### src/rtl/cpu_ctrl_pkg.sv
// Shared definitions for the multi-cycle CPU control unit.
// Contents: opcode constants, FSM state encoding, ALU operation codes and
// accumulator source-select codes.
package cpu_ctrl_pkg;

  localparam int OPC_W = 5;
  localparam int OPD_W = 8;
  localparam int INST_W = OPC_W + OPD_W;

  localparam logic [OPC_W-1:0] OP_NOP  = 5'd0;
  localparam logic [OPC_W-1:0] OP_LDI  = 5'd1;
  localparam logic [OPC_W-1:0] OP_LD   = 5'd2;
  localparam logic [OPC_W-1:0] OP_ST   = 5'd3;
  localparam logic [OPC_W-1:0] OP_ADD  = 5'd4;
  localparam logic [OPC_W-1:0] OP_SUB  = 5'd5;
  localparam logic [OPC_W-1:0] OP_AND  = 5'd6;
  localparam logic [OPC_W-1:0] OP_OR   = 5'd7;
  localparam logic [OPC_W-1:0] OP_JMP  = 5'd8;
  localparam logic [OPC_W-1:0] OP_JC   = 5'd9;
  localparam logic [OPC_W-1:0] OP_JZ   = 5'd10;
  localparam logic [OPC_W-1:0] OP_CALL = 5'd11;
  localparam logic [OPC_W-1:0] OP_RET  = 5'd12;
  localparam logic [OPC_W-1:0] OP_HLT  = 5'd31;

  typedef enum logic [2:0] {
    ST_FETCH  = 3'd0,
    ST_DECODE = 3'd1,
    ST_EXEC   = 3'd2,
    ST_MEMRD  = 3'd3,
    ST_WB     = 3'd4,
    ST_HALT   = 3'd5,
    ST_FAULT  = 3'd6
  } state_e;

  localparam logic [2:0] ALU_PASS = 3'd0;
  localparam logic [2:0] ALU_ADD  = 3'd1;
  localparam logic [2:0] ALU_SUB  = 3'd2;
  localparam logic [2:0] ALU_AND  = 3'd3;
  localparam logic [2:0] ALU_OR   = 3'd4;

  localparam logic [1:0] ACC_IMM = 2'd0;
  localparam logic [1:0] ACC_RAM = 2'd1;
  localparam logic [1:0] ACC_ALU = 2'd2;

endpackage

### src/rtl/program_counter.sv
// Program counter register.
// Ports:
//   clk_i       rising-edge clock
//   rst_ni      asynchronous active-low reset, loads RESET_PC
//   inc_i       advance PC by one (wraps modulo 2^PC_W)
//   load_i      load load_val_i (takes priority over inc_i)
//   load_val_i  jump / call / return target
//   pc_o        current PC
// With neither inc_i nor load_i the PC holds.
module program_counter #(
  parameter int          PC_W     = 8,
  parameter int unsigned RESET_PC = 0
) (
  input  logic            clk_i,
  input  logic            rst_ni,
  input  logic            inc_i,
  input  logic            load_i,
  input  logic [PC_W-1:0] load_val_i,
  output logic [PC_W-1:0] pc_o
);

  logic [PC_W-1:0] pc_q;
  logic [PC_W-1:0] pc_d;

  always_comb begin
    pc_d = pc_q;
    if (load_i) begin
      pc_d = load_val_i;
    end else if (inc_i) begin
      pc_d = pc_q + PC_W'(1);
    end
  end

  always_ff @(posedge clk_i or negedge rst_ni) begin
    if (!rst_ni) begin
      pc_q <= PC_W'(RESET_PC);
    end else begin
      pc_q <= pc_d;
    end
  end

  assign pc_o = pc_q;

endmodule

### src/rtl/cpu_control_unit.sv
// Multi-cycle control unit for the 8-bit processor.
// Sequences each instruction FETCH -> DECODE -> EXEC (-> MEMRD -> WB for LD)
// and owns the program counter.
// Ports:
//   clk, reset (async, active-low)
//   q_rom_inst          ROM data, [12:8] opcode, [7:0] operand
//   carry, zero         ALU flags, sampled on the EXEC edge
//   stack_empty/full    return-stack status; stack_q = stack top for RET
//   rom_addr            current PC
//   ram_addr, ram_we    RAM address and one-cycle write strobe
//   alu_op              0 PASS, 1 ADD, 2 SUB, 3 AND, 4 OR
//   acc_we, acc_sel     accumulator load strobe / source (0 imm, 1 RAM, 2 ALU)
//   stack_push/pop      one-cycle stack strobes; stack_din = PC+1
//   halted, fault       core stopped / stack guard tripped
// Build option: define CTRL_STACK_GUARD_EN to block CALL on a full stack and
// RET on an empty stack, trapping into FAULT. Otherwise fault is tied to 0.
module cpu_control_unit
  import cpu_ctrl_pkg::*;
#(
  parameter int          PC_W     = 8,
  parameter int unsigned RESET_PC = 0
) (
  input  logic              clk,
  input  logic              reset,
  input  logic [INST_W-1:0] q_rom_inst,
  input  logic              carry,
  input  logic              zero,
  input  logic              stack_empty,
  input  logic              stack_full,
  input  logic [PC_W-1:0]   stack_q,
  output logic [PC_W-1:0]   rom_addr,
  output logic [7:0]        ram_addr,
  output logic              ram_we,
  output logic [2:0]        alu_op,
  output logic              acc_we,
  output logic [1:0]        acc_sel,
  output logic              stack_push,
  output logic              stack_pop,
  output logic [PC_W-1:0]   stack_din,
  output logic              halted,
  output logic              fault
);

  state_e            state_q;
  logic [INST_W-1:0] ir_q;
  logic [7:0]        ram_addr_q;
  logic              ram_we_q;
  logic [2:0]        alu_op_q;
  logic              acc_we_q;
  logic [1:0]        acc_sel_q;
  logic              push_q;
  logic              pop_q;
  logic [PC_W-1:0]   stack_din_q;
  logic              halted_q;
  logic              guard_q;

  logic [PC_W-1:0]   pc;
  logic [PC_W-1:0]   pc_plus1;
  logic              pc_inc_d;
  logic              pc_load_d;
  logic [PC_W-1:0]   pc_load_val_d;

  logic [OPC_W-1:0]  dec_op;
  logic [OPD_W-1:0]  dec_operand;
  logic [OPC_W-1:0]  ir_op;
  logic [OPD_W-1:0]  ir_operand;
  logic              guard_hit;

  assign dec_op      = q_rom_inst[INST_W-1:OPD_W];
  assign dec_operand = q_rom_inst[OPD_W-1:0];
  assign ir_op       = ir_q[INST_W-1:OPD_W];
  assign ir_operand  = ir_q[OPD_W-1:0];
  assign pc_plus1    = pc + PC_W'(1);

  // Guard is evaluated at DECODE so the stack strobe, which is registered on
  // that edge, can be suppressed before it ever reaches the stack.
`ifdef CTRL_STACK_GUARD_EN
  assign guard_hit = ((dec_op == OP_CALL) && stack_full) ||
                     ((dec_op == OP_RET)  && stack_empty);
`else
  logic unused_stack_status;
  assign unused_stack_status = stack_full ^ stack_empty;
  assign guard_hit = 1'b0;
  assign guard_q   = 1'b0;
`endif

  program_counter #(
    .PC_W     (PC_W),
    .RESET_PC (RESET_PC)
  ) u_pc (
    .clk_i      (clk),
    .rst_ni     (reset),
    .inc_i      (pc_inc_d),
    .load_i     (pc_load_d),
    .load_val_i (pc_load_val_d),
    .pc_o       (pc)
  );

  // PC updates happen on the EXEC edge (or WB edge for LD), using the flags
  // present at that edge.
  always_comb begin
    pc_inc_d      = 1'b0;
    pc_load_d     = 1'b0;
    pc_load_val_d = PC_W'(ir_operand);
    if (state_q == ST_EXEC) begin
      case (ir_op)
        OP_LD, OP_HLT: ;
        OP_JMP:  pc_load_d = 1'b1;
        OP_JC:   begin pc_load_d = carry; pc_inc_d = !carry; end
        OP_JZ:   begin pc_load_d = zero;  pc_inc_d = !zero;  end
        OP_CALL: pc_load_d = !guard_q;
        OP_RET:  begin
          pc_load_d     = !guard_q;
          pc_load_val_d = stack_q;
        end
        default: pc_inc_d = 1'b1;
      endcase
    end else if (state_q == ST_WB) begin
      pc_inc_d = 1'b1;
    end
  end

`ifdef CTRL_STACK_GUARD_EN
  logic fault_q;
  assign fault = fault_q;
`else
  assign fault = 1'b0;
`endif

  // Sequencer and registered outputs. Strobes default low every cycle and
  // are raised for the single following cycle, so they are one-shot Moore
  // outputs of the state they appear in.
  always_ff @(posedge clk or negedge reset) begin
    if (!reset) begin
      state_q     <= ST_FETCH;
      ir_q        <= '0;
      ram_addr_q  <= '0;
      ram_we_q    <= 1'b0;
      alu_op_q    <= ALU_PASS;
      acc_we_q    <= 1'b0;
      acc_sel_q   <= ACC_IMM;
      push_q      <= 1'b0;
      pop_q       <= 1'b0;
      stack_din_q <= '0;
      halted_q    <= 1'b0;
`ifdef CTRL_STACK_GUARD_EN
      guard_q     <= 1'b0;
      fault_q     <= 1'b0;
`endif
    end else begin
      ram_we_q <= 1'b0;
      acc_we_q <= 1'b0;
      push_q   <= 1'b0;
      pop_q    <= 1'b0;
      case (state_q)
        ST_FETCH: state_q <= ST_DECODE;
        ST_DECODE: begin
          ir_q     <= q_rom_inst;
          alu_op_q <= ALU_PASS;
          state_q  <= ST_EXEC;
`ifdef CTRL_STACK_GUARD_EN
          guard_q  <= guard_hit;
`endif
          case (dec_op)
            OP_LDI: begin
              acc_sel_q <= ACC_IMM;
              acc_we_q  <= 1'b1;
            end
            OP_LD:  ram_addr_q <= dec_operand;
            OP_ST: begin
              ram_addr_q <= dec_operand;
              ram_we_q   <= 1'b1;
            end
            OP_ADD, OP_SUB, OP_AND, OP_OR: begin
              case (dec_op)
                OP_ADD:  alu_op_q <= ALU_ADD;
                OP_SUB:  alu_op_q <= ALU_SUB;
                OP_AND:  alu_op_q <= ALU_AND;
                default: alu_op_q <= ALU_OR;
              endcase
              acc_sel_q <= ACC_ALU;
              acc_we_q  <= 1'b1;
            end
            OP_CALL: begin
              push_q      <= !guard_hit;
              stack_din_q <= pc_plus1;
            end
            OP_RET:  pop_q <= !guard_hit;
            default: ;
          endcase
        end
        ST_EXEC: begin
          if (ir_op == OP_LD) begin
            state_q <= ST_MEMRD;
          end else if (ir_op == OP_HLT) begin
            state_q  <= ST_HALT;
            halted_q <= 1'b1;
`ifdef CTRL_STACK_GUARD_EN
          end else if (guard_q) begin
            state_q  <= ST_FAULT;
            halted_q <= 1'b1;
            fault_q  <= 1'b1;
`endif
          end else begin
            state_q <= ST_FETCH;
          end
        end
        // RAM data becomes valid one cycle after the EXEC address.
        ST_MEMRD: begin
          acc_sel_q <= ACC_RAM;
          acc_we_q  <= 1'b1;
          state_q   <= ST_WB;
        end
        ST_WB:    state_q <= ST_FETCH;
        ST_HALT:  state_q <= ST_HALT;
        ST_FAULT: state_q <= ST_FAULT;
        default:  state_q <= ST_FETCH;
      endcase
    end
  end

  assign rom_addr   = pc;
  assign ram_addr   = ram_addr_q;
  assign ram_we     = ram_we_q;
  assign alu_op     = alu_op_q;
  assign acc_we     = acc_we_q;
  assign acc_sel    = acc_sel_q;
  assign stack_push = push_q;
  assign stack_pop  = pop_q;
  assign stack_din  = stack_din_q;
  assign halted     = halted_q;

endmodule
### config.mk
export PLATFORM = sky130hd
export DESIGN_NAME = cpu_control_unit
export DESIGN_NICKNAME = d
export VERILOG_FILES = /design/src/rtl/cpu_ctrl_pkg.sv /design/src/rtl/program_counter.sv /design/src/rtl/cpu_control_unit.sv
export SDC_FILE = /design/constraint.sdc
export NUM_CORES = 1
export LEC_CHECK = 0
export BUFFER_PORTS_ARGS = -buffer_cell sky130_fd_sc_hd__buf_4
export CORE_ASPECT_RATIO = 1.1
export CORE_UTILIZATION = 38
export CTS_CLUSTER_SIZE = 14
export DETAILED_ROUTE_END_ITERATION = 7
export SLEW_MARGIN = 20
export SYNTH_ARGS = -nofsm -noshare
export SYNTH_HDL_FRONTEND = slang
export SYNTH_SLANG_ARGS = --single-unit
### constraint.sdc
create_clock -name clk -period 2.5 [get_ports clk]
set_input_delay 0.125 -clock clk [delete_from_list [all_inputs] [get_ports clk]]
set_output_delay 0.125 -clock clk [all_outputs]
set_load 0.05 [all_outputs]
---- Word-level counts from Yosys, hierarchy flattened ----
Index checks and enable logic that the tools add are counted.
storage, ports and cells
  bits in registers ....................... 50
  bits of input ports ..................... 27
  output and inout bits ................... 35
  word-level logic and storage cells ...... 75
operators by class
  add/subtract/negate cells ............... 1
  eq/ne operators ......................... 23
  mux-type cells .......................... 24
  bitwise logic cells ..................... 1
  reduce and logical (&&, ||, !) cells .... 14
operators with widths
  cell                                                              number
  5-bit by 4-bit == test with 1-bit output (second input constant)  7
  8-bit two-way mux                                                 4
  5-bit by 3-bit == test with 1-bit output (second input constant)  4
  3-bit one-hot mux with 6 select lines                             1
  5-bit by 2-bit == test with 1-bit output (second input constant)  3
  1-bit two-way mux                                                 10
  5-bit OR reduction                                                2
  3-bit == test (second input constant)                             3
  3-bit two-way mux                                                 3
  3-bit one-hot mux with 3 select lines                             1
  8-bit by 1-bit adder with 8-bit output (second input constant)    1
  2-bit one-hot mux with 2 select lines                             2
  3-bit by 2-bit == test with 1-bit output (second input constant)  2
  1-bit one-hot mux with 3 select lines                             2
  2-bit AND reduction                                               3
  5-bit by 1-bit == test with 1-bit output (second input constant)  1
  5-bit == test (second input constant)                             1
  2-bit nonzero test                                                2
  4-bit OR reduction                                                1
  3-bit by 1-bit == test with 1-bit output (second input constant)  1
  3-bit zero test                                                   1
  3-bit by 2-bit != test with 1-bit output (second input constant)  1
  3-bit AND reduction                                               1
  3-bit OR reduction                                                1
  4 further kinds                                                   5

---- Logic depth before layout (Yosys ltp) ----
  word-level depth ........................ 6
  gate-level depth with buffers ........... 8
  depth with buffers taken out ............ 6

---- Hierarchy ----
From an unflattened synthesis, not the netlist that was laid out.
unflattened totals
  cell total of the unflattened synthesis .. 253
  area total of the unflattened synthesis .. 2,444.8 sq um
modules (own cells, without submodules)
  module            times used  cells an instance  area an instance (sq um)  seq. area each (sq um)
  cpu_control_unit  1           204                1,994.4                   1,051.0
  program_counter   1           49                 450.4                     200.2

---- Worst setup path before layout ----
No wires, ideal clock.
  path kind ............................... register to register
  start point ............................. register state_q[2]
  end point ............................... register u_pc.pc_q[2] (netlist: u_pc.pc_o[2])
  setup time .............................. 0.150 ns
  data arrival time ....................... 1.934 ns
  required time ........................... 2.350 ns
  slack ................................... 0.416 ns
  cell stages (with the launch flop) ...... 8
  path buffers ............................ 2
  period minus slack after synthesis ...... 2.084 ns
  cells stage by stage .................... dfrtp_1 -> buf_6 -> or3b_4 -> buf_6 -> nor3_4 -> mux2_2 -> mux2i_1 -> o211ai_1
between the ends
  longest elaborated chain between the ends .. 4
  elaborated cells on any way between the ends .. 8
  those cells by class .................... 2 x eq/ne; 5 x mux; 1 x reduce/logical
ends and longest elaborated chain
  element                              line                     text
  start, declared                      cpu_control_unit.sv:44   state_e state_q;
  start signal, assigned               cpu_control_unit.sv:135  state_q <= ST_FETCH;
  start signal, assigned               cpu_control_unit.sv:156  ST_FETCH: state_q <= ST_DECODE;
  start signal, assigned               cpu_control_unit.sv:160  state_q <= ST_EXEC;
  3-bit == test                        cpu_control_unit.sv:118  end else if (state_q == ST_WB) begin
  1-bit two-way mux                    cpu_control_unit.sv:118
  1-bit two-way mux                    cpu_control_unit.sv:105  if (state_q == ST_EXEC) begin
  2-bit nonzero test (no source line)  --
  end signal, assigned                 program_counter.sv:36    pc_q <= PC_W'(RESET_PC);
  end signal, assigned                 program_counter.sv:38    pc_q <= pc_d;
  end, declared                        program_counter.sv:22    logic [PC_W-1:0] pc_q;
Several ways; a longest one is shown, not always the timed one.
A chain may end at the register's enable or synchronous reset.

---- Worst setup path in the final report ----
  start point ............................. register state_q[2]
  end point ............................... register u_pc.pc_q[3] (netlist: u_pc.pc_o[3])
Same word-level chain as after synthesis.

==> results.sh <==
export IMPL_rsz0062_at_grt="no"
export IMPL_cp_data_arrival_time_ps=2290
export IMPL_pin_count=62
export IMPL_whs_ps=8.620
export IMPL_drtAntennaViolNets=0
export IMPL_worstSetupStartpointType="flop"
export IMPL_async_flop_share_pct=100.0
export IMPL_grt_max_degree=51
export IMPL_ys_seq_area_share_pct=49.75
export IMPL_clk_latency_ps=320
export IMPL_maxSlewViolCount=0
export IMPL_skew_ps=8.172
export IMPL_critical_path_class="reg2reg"
export IMPL_cts_tree="yes"
export IMPL_timing_final_crit_share_pct=83.68
export IMPL_yosys_top_cells_area="dfrtp_1 50%, nand2_1 8.2%, mux2_2 7.2%"
export IMPL_drt_initial_drc_count=91
export IMPL_clk_pin_slew_ps=100
export IMPL_drt_pass1_iterations=4
export IMPL_drive_above_1_share_pct=31.25
export IMPL_max_freq_mhz=478.0
export IMPL_synth_ff_type="dfrtp_1"
export IMPL_viasPerCell=4.960
export IMPL_synth_nets=281
export IMPL_critPathMaxFanout=11
export IMPL_hold_viol_final=0
export IMPL_power_density_nw_per_um2=1408
export IMPL_dr_total_vias=1984
export IMPL_fillers=599
export IMPL_drcViolationCount=0
export IMPL_status="complete, no violations"
export IMPL_grt_pass1_vias=1927
export IMPL_clockBufferDepth=2
export IMPL_hp_class="in2reg"
export IMPL_avgSynthCellArea_sq_um=9.940
export IMPL_min_from="q_rom_inst[4]"
export IMPL_cts_root_buf="clkbuf_8"
export IMPL_die_area_sq_um=6948
export IMPL_h_tree_depth=2
export IMPL_cp_startpoint="state_q[2]$_DFF_PN0_"
export IMPL_endpoint_kind="flop"
export IMPL_synth_edff_count=0
export IMPL_cts_resized=0
export IMPL_yosysTopAreaCellShare_pct=49.75
export IMPL_setup_violations=0
export IMPL_final_cell_mix="65 x buf_4, 55 x nand2_1, 50 x dfrtp_1, 16 x nor2_1, 16 x mux2_2"
export IMPL_final_common_cell="buf_4"
export IMPL_cts_buffers=5
export IMPL_fin_nets=347
export IMPL_antenna_found_initial=0
export IMPL_ys_warn_count=0
export IMPL_yosys_area_top_type="dfrtp_1"
export IMPL_place_gp_congestion=0.7693
export IMPL_wl_per_cell_um=14.05
export IMPL_synth_cell_types=45
export IMPL_core_sq_um=6269
export IMPL_leakage_nw=1.504
export IMPL_clkSinkCount=50
export IMPL_place_hpwl_mm=4.042
export IMPL_synth_cell_area_sq_um=2515
export IMPL_fin_setup_tns_ps=0
export IMPL_syn_to_final_growth_pct=27.11
export IMPL_port_buffers=58
export IMPL_grt_overflow_total=0
export IMPL_r2r_start="state_q[2]$_DFF_PN0_"
export IMPL_die_w_um=79.57
export IMPL_maxCapViolations=0
export IMPL_multiInputGateArea_sq_um=1184
export IMPL_worst_ir_drop_vdd_mv=0.6646
export IMPL_required_ps=2690
export IMPL_worst_pin_slew_ps=625.8
export IMPL_grt_first_pass_wirelength_mm=9.239
export IMPL_diodes=0
export IMPL_wl_mm=5.621
export IMPL_grt_usage_pct=17.48
export IMPL_die_y_um=87.33
export IMPL_synthCells=253
export IMPL_area_sequential_sq_um=1251
export IMPL_period_needed_ps=2092
export IMPL_synth_seq_cells=50
export IMPL_slew_headroom_pct=58.28
export IMPL_initial_core_util_pct=40.12
export IMPL_row_count=30
==> synthesized netlist by cell type (2+ instances only) <==
cell and count:
nand2_1 55, dfrtp_1 50, mux2_2 16, nor2_1 16
o21ai_0 13, a21oi_1 11, clkbuf_1 8, mux2i_1 8
nand3_1 8, nor2b_1 7, o2111ai_1 5, o211ai_1 5
inv_1 4, a31oi_1 3, nand2b_1 3, xnor2_1 3
xor2_1 3, buf_6 2, nor3_1 2, nor3_2 2
o21bai_1 2, o22a_1 2, o31ai_1 2, or3_1 2
==> flip-flops by register name, indices dropped and copies added (netlist names) <==
register,flops
halted,1
acc_we,1
ram_addr,8
stack_din,8
alu_op,3
acc_sel,2
stack_push,1
ram_we,1
u_pc.pc_o,8
ir_q,13
state_q,3
stack_pop,1
==> critical path, stage by stage, from the launching register on <==
cell,delay [ps]
dfrtp_1,490
or3b_4,510
nor3_4,310
buf_4,200
mux2i_1,210
mux2_2,180
o211ai_2,60
==> layer usage <==
layer  GRT usage (%)  part of all wire [%]  vias to the layer above
met2           27.66                    46                       47
met5               0                     0                        -
li1                -                     -                     1010
met3           3.979                   4.1                        6
met1           23.08                    48                      921
met4           6.942                   1.8                        0
==> report_power, final <==
| group | internal [mW] | total (mW) | switching (mW) |
|---|---|---|---|
| Combinational | 0.928 | 2.51 | 1.59 |
| Clock | 0.228 | 0.518 | 0.289 |
| Sequential | 1.14 | 1.47 | 0.325 |
==> through the flow <==
step,setup slack [ps],instance area (sq um),power (mW),utilization (%),instances
after floorplan,415.7,2515,3.295,-,253
after global placement,418.2,3038,3.963,48.46,386
after detailed placement,415.0,3038,4.010,48.46,386
after CTS,407.1,3197,4.544,51.00,400
after global routing,267.3,3197,4.817,51.00,400
final,408.0,3197,4.502,51.00,400
==> cell type report <==
| type | count | area share, % |
|---|---|---|
| Multi-Input combinational cell | 187 | 37.03 |
| Sequential cell | 50 | 39.14 |
| Clock inverter | 2 | 0.5088 |
| Tap cell | 80 | 3.131 |
| Inverter | 4 | 0.4697 |
| Timing Repair Buffer | 71 | 17.14 |
| Clock buffer | 6 | 2.583 |
==> logic make-up (layout without fill, tap and decap cells) <==
family / Yosys count / count (layout) / share of synthesized area (%)
AO/OA/AOI/OAI: 50 / 50 / 13.83
AND/OR/NAND/NOR: 105 / 105 / 20.15
adder cells (fa/ha/maj): 1 / 1 / 0.4974
other: 1 / 1 / 0.1491
buffers and inverters: 16 / 83 / 3.184
multiplexers: 24 / 24 / 10.35
flip-flops: 50 / 50 / 49.75
XOR/XNOR: 6 / 6 / 2.090
==> what timing repair did <==
| action | CTS | global route |
|---|---|---|
| buffers inserted | 0 | 0 |
| hold endpoints to repair | 55 | 0 |
| hold buffers | 6 | 0 |
==> path summary, 6_finish.rpt <==
check,endpoint,slack [ps],cells after the start
worst max-delay path,u_pc.pc_o[3]$_DFFE_PN0P_,410,6
worst min-delay path,ir_q[4]$_DFFE_PN0P_,9,3
worst max register to register,u_pc.pc_o[3]$_DFFE_PN0P_,410,6
worst min register to register,ir_q[6]$_DFFE_PN0P_,480,2
max in group asynchronous,ir_q[0]$_DFFE_PN0P_,1720,2
min in group asynchronous,halted$_DFFE_PN0P_,380,2
Note: power is estimated with default switching activity, not from simulation.
